## src/rtl/regfile_write_arbiter_pkg.sv

```systemverilog
// Shared constants for the register-file write arbiter: default sizes and
// fixed requester slot assignments.
package regfile_write_arbiter_pkg;

   localparam int W = 8;
   localparam int D = 4;
   localparam int N = 3;

   localparam int REQ_ALU  = 0;
   localparam int REQ_LOAD = 1;
   localparam int REQ_OPS  = 2;

   function automatic int idx_w(input int n);
      return (n > 1) ? $clog2(n) : 1;
   endfunction

endpackage

```

## src/rtl/regfile_write_arbiter_rr_select.sv

```systemverilog
// Combinational round-robin pick: first occupied slot at or after ptr,
// wrapping modulo N. Holds no state.
module rr_select
   import regfile_write_arbiter_pkg::*;
#(
   parameter int N  = regfile_write_arbiter_pkg::N,
   parameter int IW = idx_w(N)
) (
   input  logic [N-1:0]  occ,
   input  logic [IW-1:0] ptr,
   output logic          found,
   output logic [IW-1:0] sel_idx,
   output logic [N-1:0]  sel_onehot
);

   logic [IW-1:0] cand;

   always_comb begin
      found      = 1'b0;
      sel_idx    = '0;
      sel_onehot = '0;
      cand       = '0;
      for (int unsigned k = 0; k < N; k++) begin
         cand = IW'((32'(ptr) + k) % 32'(N));
         if (!found && occ[cand]) begin
            found            = 1'b1;
            sel_idx          = cand;
            sel_onehot[cand] = 1'b1;
         end
      end
   end

endmodule

```

## src/rtl/regfile_write_arbiter.sv

```systemverilog
// N-requester register-file write arbiter: one holding slot per requester,
// round-robin issue of one registered write per cycle.
module regfile_write_arbiter
   import regfile_write_arbiter_pkg::*;
#(
   parameter int W = regfile_write_arbiter_pkg::W,
   parameter int D = regfile_write_arbiter_pkg::D,
   parameter int N = regfile_write_arbiter_pkg::N
) (
   input  logic           Clk,
   input  logic           Reset,
   input  logic [N-1:0]   ReqValid,
   input  logic [N*D-1:0] ReqAddr,
   input  logic [N*W-1:0] ReqData,
   output logic [N-1:0]   ReqReady,
   output logic           WrEn,
   output logic [D-1:0]   WrAddr,
   output logic [W-1:0]   WrData,
   output logic [N-1:0]   Grant,
   output logic           Busy
);

   localparam int IW = idx_w(N);

   logic [N-1:0]  occ_q, occ_d;
   logic [D-1:0]  addr_q [N];
   logic [D-1:0]  addr_d [N];
   logic [W-1:0]  data_q [N];
   logic [W-1:0]  data_d [N];
   logic [IW-1:0] rr_ptr_q, rr_ptr_d;
   logic          wr_en_q, wr_en_d;
   logic [D-1:0]  wr_addr_q, wr_addr_d;
   logic [W-1:0]  wr_data_q, wr_data_d;
   logic [N-1:0]  grant_q, grant_d;

   logic          found;
   logic [IW-1:0] sel_idx;
   logic [N-1:0]  sel_onehot;
   logic [N-1:0]  issue_vec;
   logic [N-1:0]  xfer_vec;

   rr_select #(.N(N), .IW(IW)) u_rr_select (
      .occ        (occ_q),
      .ptr        (rr_ptr_q),
      .found      (found),
      .sel_idx    (sel_idx),
      .sel_onehot (sel_onehot)
   );

   // A slot being issued this cycle can accept a replacement on the same edge.
   assign issue_vec = found ? sel_onehot : '0;
   assign ReqReady  = ~occ_q | issue_vec;
   assign xfer_vec  = ReqValid & ReqReady;

   always_comb begin
      occ_d = occ_q;
      for (int unsigned i = 0; i < N; i++) begin
         occ_d[i]  = xfer_vec[i] | (occ_q[i] & ~issue_vec[i]);
         addr_d[i] = xfer_vec[i] ? ReqAddr[i*D +: D] : addr_q[i];
         data_d[i] = xfer_vec[i] ? ReqData[i*W +: W] : data_q[i];
      end

      wr_en_d   = found;
      grant_d   = issue_vec;
      wr_addr_d = wr_addr_q;
      wr_data_d = wr_data_q;
      rr_ptr_d  = rr_ptr_q;
      if (found) begin
         wr_addr_d = addr_q[sel_idx];
         wr_data_d = data_q[sel_idx];
         rr_ptr_d  = (sel_idx == IW'(N - 1)) ? '0 : sel_idx + 1'b1;
      end
   end

   always_ff @(posedge Clk) begin
      addr_q <= addr_d;
      data_q <= data_d;
      if (Reset) begin
         occ_q     <= '0;
         rr_ptr_q  <= '0;
         wr_en_q   <= 1'b0;
         wr_addr_q <= '0;
         wr_data_q <= '0;
         grant_q   <= '0;
      end else begin
         occ_q     <= occ_d;
         rr_ptr_q  <= rr_ptr_d;
         wr_en_q   <= wr_en_d;
         wr_addr_q <= wr_addr_d;
         wr_data_q <= wr_data_d;
         grant_q   <= grant_d;
      end
   end

   assign WrEn   = wr_en_q;
   assign WrAddr = wr_addr_q;
   assign WrData = wr_data_q;
   assign Grant  = grant_q;
   assign Busy   = (|occ_q) | wr_en_q;

endmodule
```

## config.mk

```make
export PLATFORM = sky130hd
export DESIGN_NAME = regfile_write_arbiter
export DESIGN_NICKNAME = d
export VERILOG_FILES = /design/src/rtl/regfile_write_arbiter_pkg.sv /design/src/rtl/regfile_write_arbiter_rr_select.sv /design/src/rtl/regfile_write_arbiter.sv
export SDC_FILE = /design/constraint.sdc
export NUM_CORES = 1
export LEC_CHECK = 0
export ABC_AREA = 1
export ABC_CLOCK_PERIOD_IN_PS = 4880
export CAP_MARGIN = 20
export CORE_MARGIN = 2
export CORE_UTILIZATION = 52
export DETAILED_ROUTE_END_ITERATION = 6
export HOLD_SLACK_MARGIN = 0.15
export PLACE_DENSITY = 0.84
export SLEW_MARGIN = 5
export SYNTH_ARGS = -nofsm -noshare
export SYNTH_HDL_FRONTEND = slang
export SYNTH_SLANG_ARGS = --single-unit
```

## constraint.sdc

```tcl
create_clock -name Clk -period 4.88 [get_ports Clk]
set_input_delay 0.976 -clock Clk [delete_from_list [all_inputs] [get_ports Clk]]
set_output_delay 0.976 -clock Clk [all_outputs]
set_load 0.02 [all_outputs]
```

=== Word level (Yosys, flattened, before mapping) ===
Cells that the tools add are included.

* Register bits: 57
* Output and inout bits: 20
* Input bits: 41
* Word-level logic and storage cells: 79

* Div/mod/pow operators: 3
* $lt $le $gt $ge: 7
* $add $sub $neg: 3
* Reduce and logical (&&, ||, !) cells: 8
* Muxes and demuxes: 29
* Eq/ne operators: 1
* Bitwise logic cells: 16

{| class="wikitable"
|+ Operator list
! cell !! number
|-
| modulo 32 x 2 -> 32 bit (second input constant) || 2
|-
| modulo 2 x 2 -> 32 bit (second input constant) || 1
|-
| binary-select mux 8 bit (select 2 bit) || 1
|-
| two-way mux 8 bit || 2
|-
| two-way mux 3 bit || 4
|-
| less-than comparator 2 x 3 -> 1 bit (second input constant) || 3
|-
| two-way mux 1 bit || 9
|-
| OR 3 bit || 3
|-
| binary-select mux 4 bit (select 2 bit) || 1
|-
| two-way mux 2 bit || 4
|-
| two-way mux 4 bit || 2
|-
| binary-select mux 1 bit (select 2 bit) || 3
|-
| demux 1 bit (select 2 bit) || 3
|-
| greater-or-equal comparator 2 x 1 -> 1 bit (second input constant) || 3
|-
| logical AND 1 bit || 5
|-
| OR 1 bit || 4
|-
| adder 2 x 1 -> 3 bit (second input constant) || 1
|-
| adder 2 x 2 -> 3 bit (second input constant) || 1
|-
| AND 1 bit || 3
|-
| AND 3 bit || 1
|-
| greater-or-equal comparator 3 bit (second input constant) || 1
|-
| NOT 1 bit || 3
|-
| NOT 2 -> 3 bit || 1
|-
| NOT 3 bit || 1
|-
| other kinds (4) || 5
|}

=== Logic depth before layout (Yosys ltp) ===
* Word-level depth: 14
* Depth in mapped cells: 15
* Mapped depth without buffers: 14

=== By module ===
A second synthesis with hierarchy kept.

* Cell total of the unflattened synthesis: 254
* Area total of the unflattened synthesis: 2418.6 um2

{| class="wikitable"
|+ By module, submodules not included
! module !! area each (um2) !! cells an instance !! sequential area each (um2) !! times used
|-
| regfile_write_arbiter || 2097.0 || 196 || 1501.4 || 1
|-
| rr_select || 321.6 || 58 || 0.0 || 1
|}

=== Worst setup path before layout ===
OpenSTA, ideal clock, no wires.

* Path kind: register to output
* Start: reg rr_ptr_q[0]
* End: out ReqReady[2]
* Setup slack: 2342 ps
* Data required time: 3904 ps
* Arrival: 1562 ps
* Path buffers: 0
* Cell stages (with the launch flop): 11
* Path through: dfxtp_1 inv_1 ha_1 inv_2 nand2_1 nand3_1 nand2_2 nand4_2 nand2_1 inv_1 nand2_1

* Word-level cells in the longest chain between the ends: 12
* Elaborated cells between the ends (all ways): 40
* Those cells by class: 2 x add/sub; 3 x div; 6 x order compare; 19 x mux; 3 x bitwise; 7 x reduce/logical

{| class="wikitable"
|+ Ends and longest elaborated chain
! what !! RTL line !! RTL
|-
| from (decl) || regfile_write_arbiter.sv:30 || <nowiki>logic [IW-1:0] rr_ptr_q, rr_ptr_d;</nowiki>
|-
| from (signal assigned) || regfile_write_arbiter.sv:87 || <nowiki>rr_ptr_q <= rr_ptr_d;</nowiki>
|-
| adder 2 x 1 -> 3 bit or modulo 2 x 2 -> 32 bit (tied branches) || regfile_write_arbiter_rr_select.sv:24 || <nowiki>cand = IW'((32'(ptr) + k) % 32'(N));</nowiki>
|-
| modulo 32 x 2 -> 32 bit, or another cell as far along || regfile_write_arbiter_rr_select.sv:24 ||
|-
| less-than comparator 2 x 3 -> 1 bit (not written as such), or another cell as far along || regfile_write_arbiter_rr_select.sv:28 || <nowiki>sel_onehot[cand] = 1'b1;</nowiki>
|-
| logical AND 1 bit (not written as such), or another cell as far along || regfile_write_arbiter_rr_select.sv:28 ||
|-
| two-way mux 1 bit (not written as such), or another cell as far along || regfile_write_arbiter_rr_select.sv:28 ||
|-
| demux 1 bit (select 2 bit), or another cell as far along || n/a ||
|-
| OR 3 bit (no line) or two-way mux 1 bit (tied branches) || n/a ||
|-
| two-way mux 3 bit or logical NOT 1 bit (tied branches) || regfile_write_arbiter_rr_select.sv:25 || <nowiki>if (!found && occ[cand]) begin</nowiki>
|-
| OR 3 bit (no line) or logical AND 1 bit (tied branches) || n/a ||
|-
| two-way mux 3 bit or two-way mux 1 bit (tied branches) || regfile_write_arbiter_rr_select.sv:25 ||
|-
| two-way mux 3 bit * || regfile_write_arbiter.sv:51 || <nowiki>assign issue_vec = found ? sel_onehot : '0;</nowiki>
|-
| OR 3 bit * || regfile_write_arbiter.sv:52 || <nowiki>assign ReqReady = ~occ_q | issue_vec;</nowiki>
|-
| to (decl) || regfile_write_arbiter.sv:15 || <nowiki>output logic [N-1:0] ReqReady,</nowiki>
|}

Mark *: on every way between the ends. The rest lies on a longest branch, timed or not. The select of a mux whose other input is x is not followed.

=== Final worst setup path ===
Ends and elaborated chain as after synthesis.

==> flow_summary.yaml <==
worst_setup_path:
  crit_arrival_ns: 2.62
  required_ns: 3.90
  worst_path_max_delay_cell: "clkdlybuf4s50_1"
  critPathBufInv: 4
  endpoint_kind: "output pin"
  crit_family: "buffers and inverters"
  crit_chain: "inv_1, ha_1, inv_2, nand2_1, nand3_1, nand2_2, nand4_2, nand2_1, inv_1, nand2_1, clkdlybuf4s50_1"
  crit_top_cell: "nand2_1"
  start_kind: "flop"
  cp_max_fo: 7
  crit_type: "flop to output pin"
  slowest_delay_ns: 0.62
yosys:
  ys_seq_area_frac: 0.619
  synth.mux.area_fraction: 0
  yosys.area_share.adder: 0.0206
  yosys_most_used_dff: "edfxtp_1"
  synth_seq_cells: 57
  synth_edf_count: 36
  ys_types: 24
  synth_compound_area_frac: 0.0789
  syn_nets: 292
  synthXorXnorAreaFrac: 0
  yosysWarningCount: 0
  synth_cells: 247
  avgSynthCellArea_um2: 9.82
  syn_area_um2: 2430
  synthSimpleGateAreaFrac: 0.208
  synth_top_family_by_area: "simple AND/OR/NAND/NOR gates"
  async_flop_share: 0
timing:
  period_needed_ns: 3.60
  grt_setup_unrepaired: "false"
  fin_tns_setup_ns: 0
  worst_slew_pin_slew_ns: 0.603
  setup_viol: 0
  slew_viol_final: 0
  fin_skew_ns: 0.00824
  slew_headroom: 0.597
  fmax_mhz: 278
  finalHoldViolations: 0
  period_share: 0.737
floorplan:
  die_area_um2: 5230
  core_um2: 4410
  start_util: 0.550
  die_w_um: 72.3
  num_io_pins: 61
  die_h_um: 72.3
  rows: 24
finish:
  postLayoutCellArea_um2: 3260
  nets: 358
  nFillCells: 314
  drive_gt1_frac: 0.104
  area_delta_synth_final_pct: 34.3
  diodes: 0
global_routing:
  grt_util_all_layers: 0.218
  grt_antenna_before_repair: 0
  grt_overflow: 0
  grt_max_degree: 22
  grt_pass1_wl_mm: 8.40
  first_global_vias: 1815
run_status:
  status: "finished clean"
clocking:
  numCtsBuffers: 9
  clk_path_buf_depth: 2
  clkLatencyLatePin_ns: 0.32
  htree_num_levels: 3
  cts_tree: "built"
  post_cts_buffers: 0
  clock-root-buffer: "clkbuf_8"
  cts-hold-fix-buffers: 0
  clock-sinks: 57
  cts_resized: 0
  path_clk_slew_ns: 0.06
power:
  peakVddDrop_v: 0.000352
  p_leak_uw: 0.00141
  powerDensity_nw_per_um2: 612
drt:
  wire_per_inst_um: 14.1
  final_antenna_net_count: 0
  drtIter0Drc: 208
  finalWirelength_mm: 5.21
  post_drt_via_cell_ratio: 5.08
  drc: 0
  drtPass1Iterations: 5
  vias: 1879
job:
  cap_violations: 0
placed_design:
  dpl-instance-area_um2: 3050
  gp_congestion: 0.840
  portBuffers: 60
  dp_hpwl_mm: 3.76
worst_hold_path:
  worstHoldPathType: "flop to flop"
[state kept, by name, summed over array words and instances, names as in the netlist]
register	flops
data_q	24
addr_q	12
WrData	8
WrAddr	4
Grant	3
occ_q	3
rr_ptr_q	2
WrEn	1
[where the power goes]
part | total, uW | switching (uW) | internal [uW]
Sequential | 690 | 49.5 | 640
Combinational | 854 | 549 | 306
Clock | 451 | 173 | 278
Total | 2000 | 771 | 1220
[kinds of logic after synthesis]
group,count (synthesis)
compound gates,32
fa+ha+maj,4
buf+inv,41
flops,57
simple gates,113
[routing by layer]
metal | wire, um | up-vias | part of all wire | global-route usage
met5 | 0 | - | 0 | 0
met4 | 85 | 0 | 0.016 | 0.0797
met3 | 320 | 9 | 0.061 | 0.0597
met2 | 2630 | 75 | 0.50 | 0.358
met1 | 2180 | 852 | 0.42 | 0.277
li1 | - | 943 | - | -
[path summary, 6_finish.rpt]
path / start / end / slack [ns] / depth (start not counted)
worst min-delay path: data_q[20] / WrData[4] / 0.49 / 2
worst min register to register: data_q[20] / WrData[4] / 0.49 / 2
worst max-delay path: rr_ptr_q[0] / ReqReady[2] / 1.28 / 11
worst max register to register: rr_ptr_q[0] / WrData[7] / 2.35 / 13
[synth_stat cells, types with 2 or more instances]
| library cell | n | area (um^2) |
|---|---|---|
| a21oi_1 | 13 | 65.1 |
| buf_6 | 3 | 33.8 |
| dfxtp_1 | 21 | 420 |
| edfxtp_1 | 36 | 1080 |
| ha_1 | 4 | 50.1 |
| inv_1 | 30 | 113 |
| inv_2 | 6 | 22.5 |
| nand2_1 | 74 | 278 |
| nand2_2 | 6 | 37.5 |
| nand2_4 | 2 | 22.5 |
| nand3_1 | 18 | 90.1 |
| nor2_1 | 7 | 26.3 |
| o211ai_1 | 8 | 60.1 |
| o21ai_0 | 9 | 45.0 |
[cell usage in the layout (no fill, tap or decap)]
cell             instances
o21ai_1                  1
nand2_2                  6
o21ai_4                  1
clkdlybuf4s50_1         60
dfxtp_1                 21
nor2_4                   1
nand2_4                  2
nor3_1                   1
ha_1                     4
nand2_1                 74
nand3_1                 18
inv_2                    6
inv_1                   30
clkbuf_1                 2
edfxtp_1                36
o211ai_1                 8
clkinvlp_4               1
o21ai_0                  9
a21oi_1                 13
nand4_1                  1
nand4_2                  1
nor2_2                   1
nand3_2                  1
bufinv_16                1
clkbuf_8                12
nor2_1                   7
[cell type report]
class                   instances  area, um^2  area share
well taps                      52        65.1      0.0200
multi-input cells             149         747       0.229
clock buffers                  14         173      0.0530
inverters                      36         135      0.0415
clock inverters                 2        37.5      0.0115
flip-flops and latches         57        1500       0.461
repair buffers                 60         601       0.184
[per-stage QoR]
step | util | hold slack, ns | std cells | setup WS [ns] | total power [uW]
after detailed placement | 0.691 | 0.481 | 354 | 1.64 | 1550
after global placement | 0.691 | 0.476 | 354 | 1.73 | 1520
after floorplan | - | 0.462 | 247 | 2.34 | 1300
final | 0.738 | 0.491 | 370 | 1.28 | 2000
after CTS | 0.738 | 0.497 | 370 | 1.28 | 2010
after global routing | 0.738 | 0.519 | 370 | 1.11 | 2130
[worst reg2reg max path, cell delays in order, from the launching register on]
cell	delay (ns)
dfxtp_1	0.38
inv_1	0.08
ha_1	0.44
inv_2	0.10
nand2_1	0.07
nand3_1	0.07
nand2_2	0.10
nand2_1	0.07
nor2_2	0.47
inv_2	0.15
nand2_1	0.16
nor2_4	0.09
o211ai_1	0.14
nand2_1	0.09
(Power assumes the default switching activity.)
